==> config.mk <==
export PLATFORM = sky130hd
export DESIGN_NAME = sobel_adaptive_binarize
export DESIGN_NICKNAME = d
export VERILOG_FILES = /design/src/rtl/vip_pkg.sv /design/src/rtl/frame_stat_acc.sv /design/src/rtl/sobel_adaptive_binarize.sv
export SDC_FILE = /design/constraint.sdc
export NUM_CORES = 1
export LEC_CHECK = 0
export CELL_PAD_IN_SITES_DETAIL_PLACEMENT = 1
export CELL_PAD_IN_SITES_GLOBAL_PLACEMENT = 2
export CORE_MARGIN = 10
export CORE_UTILIZATION = 25
export DETAILED_ROUTE_END_ITERATION = 16
export GPL_ROUTABILITY_DRIVEN = 0
export PLACE_DENSITY = 0.63
export RECOVER_POWER = 25
export SYNTH_ARGS = -nofsm -noshare
export SYNTH_HDL_FRONTEND = slang
export SYNTH_SLANG_ARGS = --single-unit
export TNS_END_PERCENT = 20
==> constraint.sdc <==
create_clock -name clk -period 12.27 [get_ports clk]
set_clock_uncertainty 0.05 [all_clocks]
set_input_delay 1.227 -clock clk [delete_from_list [all_inputs] [get_ports clk]]
set_output_delay 1.227 -clock clk [all_outputs]
set_load 0.01 [all_outputs]
==> src/rtl/vip_pkg.sv <==
// Shared types and constants for the video binarization path.
package vip_pkg;

    localparam int unsigned PIX_W  = 8;
    localparam int unsigned GAIN_W = 8;

    localparam logic [PIX_W-1:0] BIN_ON  = 8'd255;
    localparam logic [PIX_W-1:0] BIN_OFF = 8'd0;

    typedef enum logic [2:0] {
        IDLE,
        MEAN,
        SCALE,
        CLAMP,
        UPDATE
    } bin_state_e;

endpackage

==> src/rtl/frame_stat_acc.sv <==
// Per-frame saturating magnitude sum and edge count, latched on each vs rise.
module frame_stat_acc
    import vip_pkg::*;
#(
    parameter int unsigned SUM_W = 32,
    parameter int unsigned CNT_W = 20
) (
    input  logic             clk,
    input  logic             rst_n,
    input  logic             vs_rise,
    input  logic             pix_valid,
    input  logic             is_edge,
    input  logic [PIX_W-1:0] pix,
    output logic [SUM_W-1:0] sum_l,
    output logic [CNT_W-1:0] cnt_l
);

    logic [SUM_W-1:0] sum;
    logic [CNT_W-1:0] cnt;
    logic [SUM_W-1:0] sum_base;
    logic [CNT_W-1:0] cnt_base;
    logic [SUM_W:0]   sum_add;
    logic [SUM_W-1:0] sum_next;
    logic [CNT_W-1:0] cnt_next;

    // A pixel coinciding with a vs rise starts the new frame's totals.
    always_comb begin
        sum_base = vs_rise ? '0 : sum;
        cnt_base = vs_rise ? '0 : cnt;
        sum_add  = {1'b0, sum_base} + (SUM_W+1)'(pix);
        sum_next = sum_add[SUM_W] ? '1 : sum_add[SUM_W-1:0];
        cnt_next = cnt_base;
        if (is_edge && (cnt_base != '1)) begin
            cnt_next = cnt_base + CNT_W'(1);
        end
    end

    always_ff @(posedge clk) begin
        if (!rst_n) begin
            sum   <= '0;
            cnt   <= '0;
            sum_l <= '0;
            cnt_l <= '0;
        end else begin
            if (vs_rise) begin
                sum_l <= sum;
                cnt_l <= cnt;
            end
            if (pix_valid) begin
                sum <= sum_next;
                cnt <= cnt_next;
            end else if (vs_rise) begin
                sum <= '0;
                cnt <= '0;
            end
        end
    end

endmodule

==> src/rtl/sobel_adaptive_binarize.sv <==
// Binarizes a Sobel magnitude stream against a threshold adapted from the previous frame's mean.
module sobel_adaptive_binarize
    import vip_pkg::*;
#(
    parameter int unsigned COL     = 640,
    parameter int unsigned ROW     = 480,
    parameter int unsigned RECIP   = 32'(((64'd1 << 32) + 64'((COL * ROW) / 2)) / 64'(COL * ROW)),
    parameter int unsigned GAIN_Q3 = 12,
    parameter int unsigned TH_MIN  = 20,
    parameter int unsigned TH_MAX  = 200,
    parameter int unsigned TH_INIT = 64
) (
    input  logic             clk,
    input  logic             rst_n,
    input  logic             s_vs,
    input  logic             s_de,
    input  logic             s_data_en,
    input  logic [PIX_W-1:0] s_data,
    input  logic             manual_en,
    input  logic [PIX_W-1:0] manual_th,
    output logic             bin_vs,
    output logic             bin_de,
    output logic             bin_data_en,
    output logic [PIX_W-1:0] bin_data,
    output logic [PIX_W-1:0] threshold,
    output logic [19:0]      edge_count,
    output logic             frame_done
);

    localparam int unsigned SUM_W = 32;
    localparam int unsigned CNT_W = 20;
    localparam int unsigned RAW_W = 11;

    bin_state_e         state;
    logic               s_vs_d;
    logic               first_frame;
    logic [PIX_W-1:0]   mean;
    logic [RAW_W-1:0]   raw;
    logic [PIX_W-1:0]   th_new;

    logic               vs_rise;
    logic               pix_valid;
    logic               is_edge;
    logic [PIX_W-1:0]   th_eff;
    logic [SUM_W-1:0]   sum_l;
    logic [CNT_W-1:0]   cnt_l;
    logic [31:0]        mean_full;
    logic [RAW_W-1:0]   raw_next;
    logic [PIX_W-1:0]   th_clamp;

    assign vs_rise   = s_vs & ~s_vs_d;
    assign pix_valid = s_de & s_data_en;
    assign th_eff    = manual_en ? manual_th : threshold;
    // Edge counting follows the adaptive threshold so manual mode never perturbs statistics.
    assign is_edge   = s_data > threshold;

    assign mean_full = 32'((64'(sum_l) * 64'(RECIP)) >> 32);
    assign raw_next  = RAW_W'(((GAIN_W * 2)'(mean) * (GAIN_W * 2)'(GAIN_Q3)) >> 3);
    assign th_clamp  = (raw < RAW_W'(TH_MIN)) ? PIX_W'(TH_MIN) :
                       (raw > RAW_W'(TH_MAX)) ? PIX_W'(TH_MAX) : raw[PIX_W-1:0];

    frame_stat_acc #(
        .SUM_W (SUM_W),
        .CNT_W (CNT_W)
    ) u_acc (
        .clk       (clk),
        .rst_n     (rst_n),
        .vs_rise   (vs_rise),
        .pix_valid (pix_valid),
        .is_edge   (is_edge),
        .pix       (s_data),
        .sum_l     (sum_l),
        .cnt_l     (cnt_l)
    );

    // Pixel path plus the one-state-per-cycle threshold update sequence.
    always_ff @(posedge clk) begin
        if (!rst_n) begin
            s_vs_d      <= 1'b0;
            bin_vs      <= 1'b0;
            bin_de      <= 1'b0;
            bin_data_en <= 1'b0;
            bin_data    <= BIN_OFF;
            threshold   <= PIX_W'(TH_INIT);
            edge_count  <= '0;
            frame_done  <= 1'b0;
            state       <= IDLE;
            first_frame <= 1'b1;
            mean        <= '0;
            raw         <= '0;
            th_new      <= '0;
        end else begin
            s_vs_d      <= s_vs;
            bin_vs      <= s_vs;
            bin_de      <= s_de;
            bin_data_en <= s_data_en;
            bin_data    <= (pix_valid && (s_data > th_eff)) ? BIN_ON : BIN_OFF;
            frame_done  <= 1'b0;
            if (vs_rise) begin
                // The frame before the first rise after reset is partial; skip its update.
                first_frame <= 1'b0;
                state       <= first_frame ? IDLE : MEAN;
            end else begin
                case (state)
                    IDLE: state <= IDLE;
                    MEAN: begin
                        mean  <= (mean_full > 32'd255) ? 8'd255 : mean_full[PIX_W-1:0];
                        state <= SCALE;
                    end
                    SCALE: begin
                        raw   <= raw_next;
                        state <= CLAMP;
                    end
                    CLAMP: begin
                        th_new <= th_clamp;
                        state  <= UPDATE;
                    end
                    UPDATE: begin
                        threshold  <= th_new;
                        edge_count <= cnt_l;
                        frame_done <= 1'b1;
                        state      <= IDLE;
                    end
                    default: state <= IDLE;
                endcase
            end
        end
    end

endmodule
---- After elaboration in Yosys (flattened, before gate mapping) ----
Index checks and enable logic that the tools add are counted.
word-level totals
  input bits .............................. 22
  register bits after elaboration ......... 173
  output and inout port bits .............. 40
  word-level logic and storage cells ...... 57
cells by class
  add/subtract/negate cells ............... 2
  multiplexer cells ....................... 15
  reductions and logical operators ........ 7
  bitwise logic cells ..................... 5
  $mul .................................... 2
  magnitude comparators ................... 5
  equality and inequality tests ........... 5
operators with widths
  cell                                                                           number
  32-bit 2-to-1 mux                                                              3
  20-bit 2-to-1 mux                                                              3
  32-bit by 14-bit multiplier with 46-bit output (second input constant)         1
  8-bit 2-to-1 mux                                                               5
  32-bit by 8-bit adder with 33-bit output                                       1
  20-bit by 1-bit adder with 20-bit output (second input constant)               1
  20-bit != test (second input constant)                                         1
  8-bit > comparator                                                             2
  14-bit by 8-bit > comparator with 1-bit output (second input constant)         1
  8-bit by 2-bit multiplier with 10-bit output (second input constant)           1
  9-bit by 8-bit > comparator with 1-bit output (second input constant)          1
  9-bit by 5-bit less-than comparator with 1-bit output (second input constant)  1
  3-bit case mux with 3 select lines                                             1
  2-bit AND reduction                                                            4
  3-bit by 2-bit equality test with 1-bit output (second input constant)         2
  3-bit by 1-bit equality test with 1-bit output (second input constant)         1
  3-bit equality test (second input constant)                                    1
  3-bit 2-to-1 mux                                                               1
  1-bit NOT                                                                      3
  1-bit bitwise AND                                                              2
  1-bit logical AND                                                              2
  1-bit 2-to-1 mux                                                               2
  2-bit OR reduction                                                             1

---- Logic depth before layout (Yosys ltp) ----
  depth in word-level cells ............... 7
  mapped depth ............................ 23
  gate-level depth less buffers ........... 22

---- By module ----
A second synthesis with hierarchy kept.
second synthesis, totals
  cell total of the unflattened synthesis .. 1854
  area, all modules ....................... 17272.8 um^2
modules (own cells, without submodules)
  module                   seq. area each (um^2)  cells each  times used  area each (um^2)
  sobel_adaptive_binarize  1241.2                 1295        1           12097.9
  frame_stat_acc           2082.0                 559         1           5175.0

---- Least setup slack after synthesis ----
OpenSTA, ideal clock, no wires.
  path kind ............................... register to register
  start ................................... register u_acc.sum_l[8]
  end ..................................... register mean[0]
  arrival time ............................ 5935 ps
  path slack .............................. 6167 ps
  data required time ...................... 12101 ps
  buffers on the path ..................... 0
  setup time .............................. 119 ps
  stages on the path, launching flop included .. 23
  cells stage by stage .................... dfxtp_1 inv_1 fa_1 inv_1 ha_1 inv_1 fa_1 inv_1 fa_1 fa_1 inv_1 fa_1 inv_1 ha_1 and4_1 and2_4 a2111oi_4 or4b_4 nand3b_1 a211o_1 a2111oi_4 nand4_4 o221a_1
between the ends
  cells in the longest elaborated chain, start to end .. 3
ends and longest elaborated chain
  what                                                line                            text
  start: declaration                                  frame_stat_acc.sv:14            output logic [SUM_W-1:0] sum_l,
  start signal: assignment                            frame_stat_acc.sv:46            sum_l <= sum;
  32-bit by 14-bit multiplier with 46-bit output (*)  sobel_adaptive_binarize.sv:57   assign mean_full = 32'((64'(sum_l) * 64'(RECIP)) >> 32);
  14-bit by 8-bit > comparator with 1-bit output      sobel_adaptive_binarize.sv:107  mean <= (mean_full > 32'd255) ? 8'd255 : mean_full[PIX_W-1:0];
  8-bit 2-to-1 mux (*)                                sobel_adaptive_binarize.sv:107
  end signal: assignment                              sobel_adaptive_binarize.sv:107
  end: declaration                                    sobel_adaptive_binarize.sv:37   logic [PIX_W-1:0] mean;
Every way passes the cells marked *; elsewhere a longest branch is shown, timed or not.
A chain may end at the register's enable or synchronous reset.

---- Worst setup path after layout ----
  start ................................... register u_acc.sum_l[25]
  end ..................................... register mean[5]
The elaborated chain is that of the path after synthesis.

==> metrics.txt <==
vias post-DR 12414; LEAKAGE 9.17 nW; drt pass-1 iters 4; WHS Path Cells 2; part of the power in registers 46.2%; hold path start first_frame; dominant cell by count in the synthesized netlist inv_1; Main synth FF type dfxtp_1; sink of the worst hold path first_frame; CTS clk-pin slew, worst paths 0.06 ns; Register Area 3320 um^2; port bufs 61; Critical Path RT 12.54 ns; Slew Viols, Final 146; Net Count, Synth 2292; core outline area 66000 um^2; r2r setup slk 5.64 ns; worst r2r src u_acc.sum_l[25]; worst setup margin 5.64 ns; Internal 0.882 mW; post-cts resize count 0; Ports 62; FP Rows 94; Synth Warn # 0; area grow syn2layout 12.3%; Post-synth EDFFs 0; share of the synthesized area in the top cell type 22.2%; Yosys cell types 65; PD cells 63.6 nW/um^2; final setup fails 0; Remaining DRCs 0; die height 278 um; final non-filler cell total 2758; Initial Utilization 25.3%; die footprint 77500 um^2; Sw Share 26.1%; synthesized area per cell 9.01 um^2; final antenna-violating net count 0; initial antenna violation count 0; Peak VDD IR 0.0865 mV; clock sinks 166; max_cap viols 3; worst skew pair latency 0.45 ns; Post-CTS Setup Inserts 0; overall global routing resource usage 11.9%; TritonCTS buffer count 17; flops & latches, synth 166; FMAX 0.151 GHz; largest net degree at the start of global routing 64; critical path arrival 6.90 ns; post-DP HPWL 37900 um; Comb power frac 10.5%; RSZ-0062 raised after global routing false; failing checks capacitance limit, slew limit; Die Span X 278 um; synthesized area 16700 um^2; Routed WL per cell 16.6 um; Placement Cell Area 18200 um^2; Synth Instances 1854; DR iter-0 viols 423; Place WS 5.61 ns; Hold Path Class reg2reg; status complete, but fails checks; Area contributors post-synth fa_1 22%, dfxtp_1 20%, ha_1 17%, inv_1 7.2%, nand2_1 5.4%; Layout Nets 2320; Clk network pwr share 43.3%; layout cells sized above 1 3.17%; n_diodes 0; final hold vios 0; final instance area 18700 um^2; CTS root buf clkbuf_16; crit end category register; fin crit period 6.63 ns; placed cells 2727; Synth async-reset ratio 0%; # H-tree levels 4; GRT overflow 0; setup_tns 0 ns; first-pass GRT wire length 74600 um; Seq/Total Area, Yosys 19.9%; drt total wl 45700 um; vias in the first global route 13625; TritonCTS clock tree done; synth cell count leaders 320 x inv_1, 238 x nand2_1, 231 x ha_1, 185 x fa_1, 166 x dfxtp_1; Bufs on Longest Clock Path 2; Via-to-Cell Ratio 4.50; fillers 7634; crit path max fanout 8; Crit Path Class reg2reg; NetSw 0.311 mW; hold bufs inserted after CTS 0; area of the multi-input gates 11900 um^2; Setup crit start kind register; Worst-Margin Slew 2.69 ns; R2R cell count 22; crit share post-route 54.0%; reg2reg end mean[5]; slew margin rel. -79.7%; cell taking the most area after synthesis fa_1
==> power groups by stage <==
| stage | registers (mW) | logic, mW | clock network (mW) |
|---|---|---|---|
| after floorplan | 0.560 | 0.0863 | 0 |
| after global placement | 0.563 | 0.125 | 0 |
| after detailed placement | 0.564 | 0.129 | 0 |
| after CTS | 0.551 | 0.130 | 0.535 |
| after global routing | 0.552 | 0.145 | 0.555 |
| final | 0.551 | 0.125 | 0.516 |
==> per-stage QoR <==
step,util [%],power (mW),hold slack (ns)
2_1_floorplan,-,0.646,0.373
3_3_place_gp,27.6,0.689,0.383
3_5_place_dp,27.6,0.692,0.385
4_1_cts,28.4,1.22,0.396
5_1_grt,28.4,1.25,0.417
6_report,28.4,1.19,0.396
==> cell usage in the layout (no fill, tap or decap), types with 11 or more instances in the layout <==
cell type          n
a21oi_1           92
clkdlybuf4s50_1   37
o21bai_1          11
dfxtp_1          166
nand4_1           25
nor3_1            19
inv_1            320
a21boi_0          62
nand2_1          238
ha_1             231
a21o_1            29
xor2_1            50
o21a_1            11
nand3_1           37
clkbuf_16         17
and2_1            33
fa_1             185
xnor2_1           37
dlygate4sd3_1     23
mux2i_1           14
nor2_1            53
o21ai_0           55
and3_1            20
==> cell type report <==
type	count	area share, %
clock buffers	23	2.50
flip-flops and latches	166	17.7
clock inverters	8	0.407
repair buffers	69	3.50
well taps	864	5.77
inverters	320	6.41
multi-input cells	1308	63.7
==> sequential cells by signal, summed over array words and instances, names as in the netlist <==
register,cells
mean,8
first_frame,1
frame_done,1
bin_data,1
u_acc.cnt,20
edge_count,20
raw,9
u_acc.sum_l,32
bin_data_en,1
bin_de,1
threshold,8
s_vs_d,1
u_acc.sum,32
state,3
th_new,8
u_acc.cnt_l,20
==> kinds of logic after synthesis <==
group           Yosys count  synth area share, %
fa+ha+maj               416                 39.5
flops                   166                 19.9
xor+xnor                 87                 4.56
buf+inv                 380                 8.70
mux                      15                0.907
compound gates          317                 12.8
simple gates            473                 13.6
==> critical path: stages (launching register included) <==
cell and delay [ns]:
dfxtp_1 0.48, inv_1 0.23, fa_1 0.54, inv_1 0.04, ha_1 0.27, inv_1 0.05
fa_1 0.49, inv_1 0.05, fa_1 0.46, fa_1 0.54, inv_1 0.05, fa_1 0.49
inv_1 0.04, ha_1 0.42, nand3_4 0.16, nor4_2 0.55, nand4b_1 0.22, nand4_1 0.17
a41oi_2 0.09, mux2i_1 0.22, a2111oi_4 0.38, nand4_4 0.21, o221a_1 0.27
==> per-layer routing <==
| layer | vias to the layer above | global-route usage, % | part of all wire, % |
|---|---|---|---|
| li1 | 6086 | - | - |
| met1 | 6206 | 15.4 | 47 |
| met2 | 92 | 20.9 | 50 |
| met3 | 30 | 1.53 | 2.2 |
| met4 | 0 | 2.59 | 1.3 |
| met5 | - | 0 | 0 |
==> how the worst max path moves through the flow <==
stage / from / end / slack [ns]
2_1_floorplan: u_acc.sum_l[8] / mean[0] / 6.17
3_3_place_gp: u_acc.sum_l[8] / mean[0] / 5.70
3_5_place_dp: u_acc.sum_l[25] / mean[1] / 5.61
4_1_cts: u_acc.sum_l[25] / mean[1] / 5.58
5_1_grt: u_acc.sum_l[25] / mean[2] / 5.16
6_report: u_acc.sum_l[25] / mean[5] / 5.64
No activity file was read; power rests on OpenSTA's default activity.
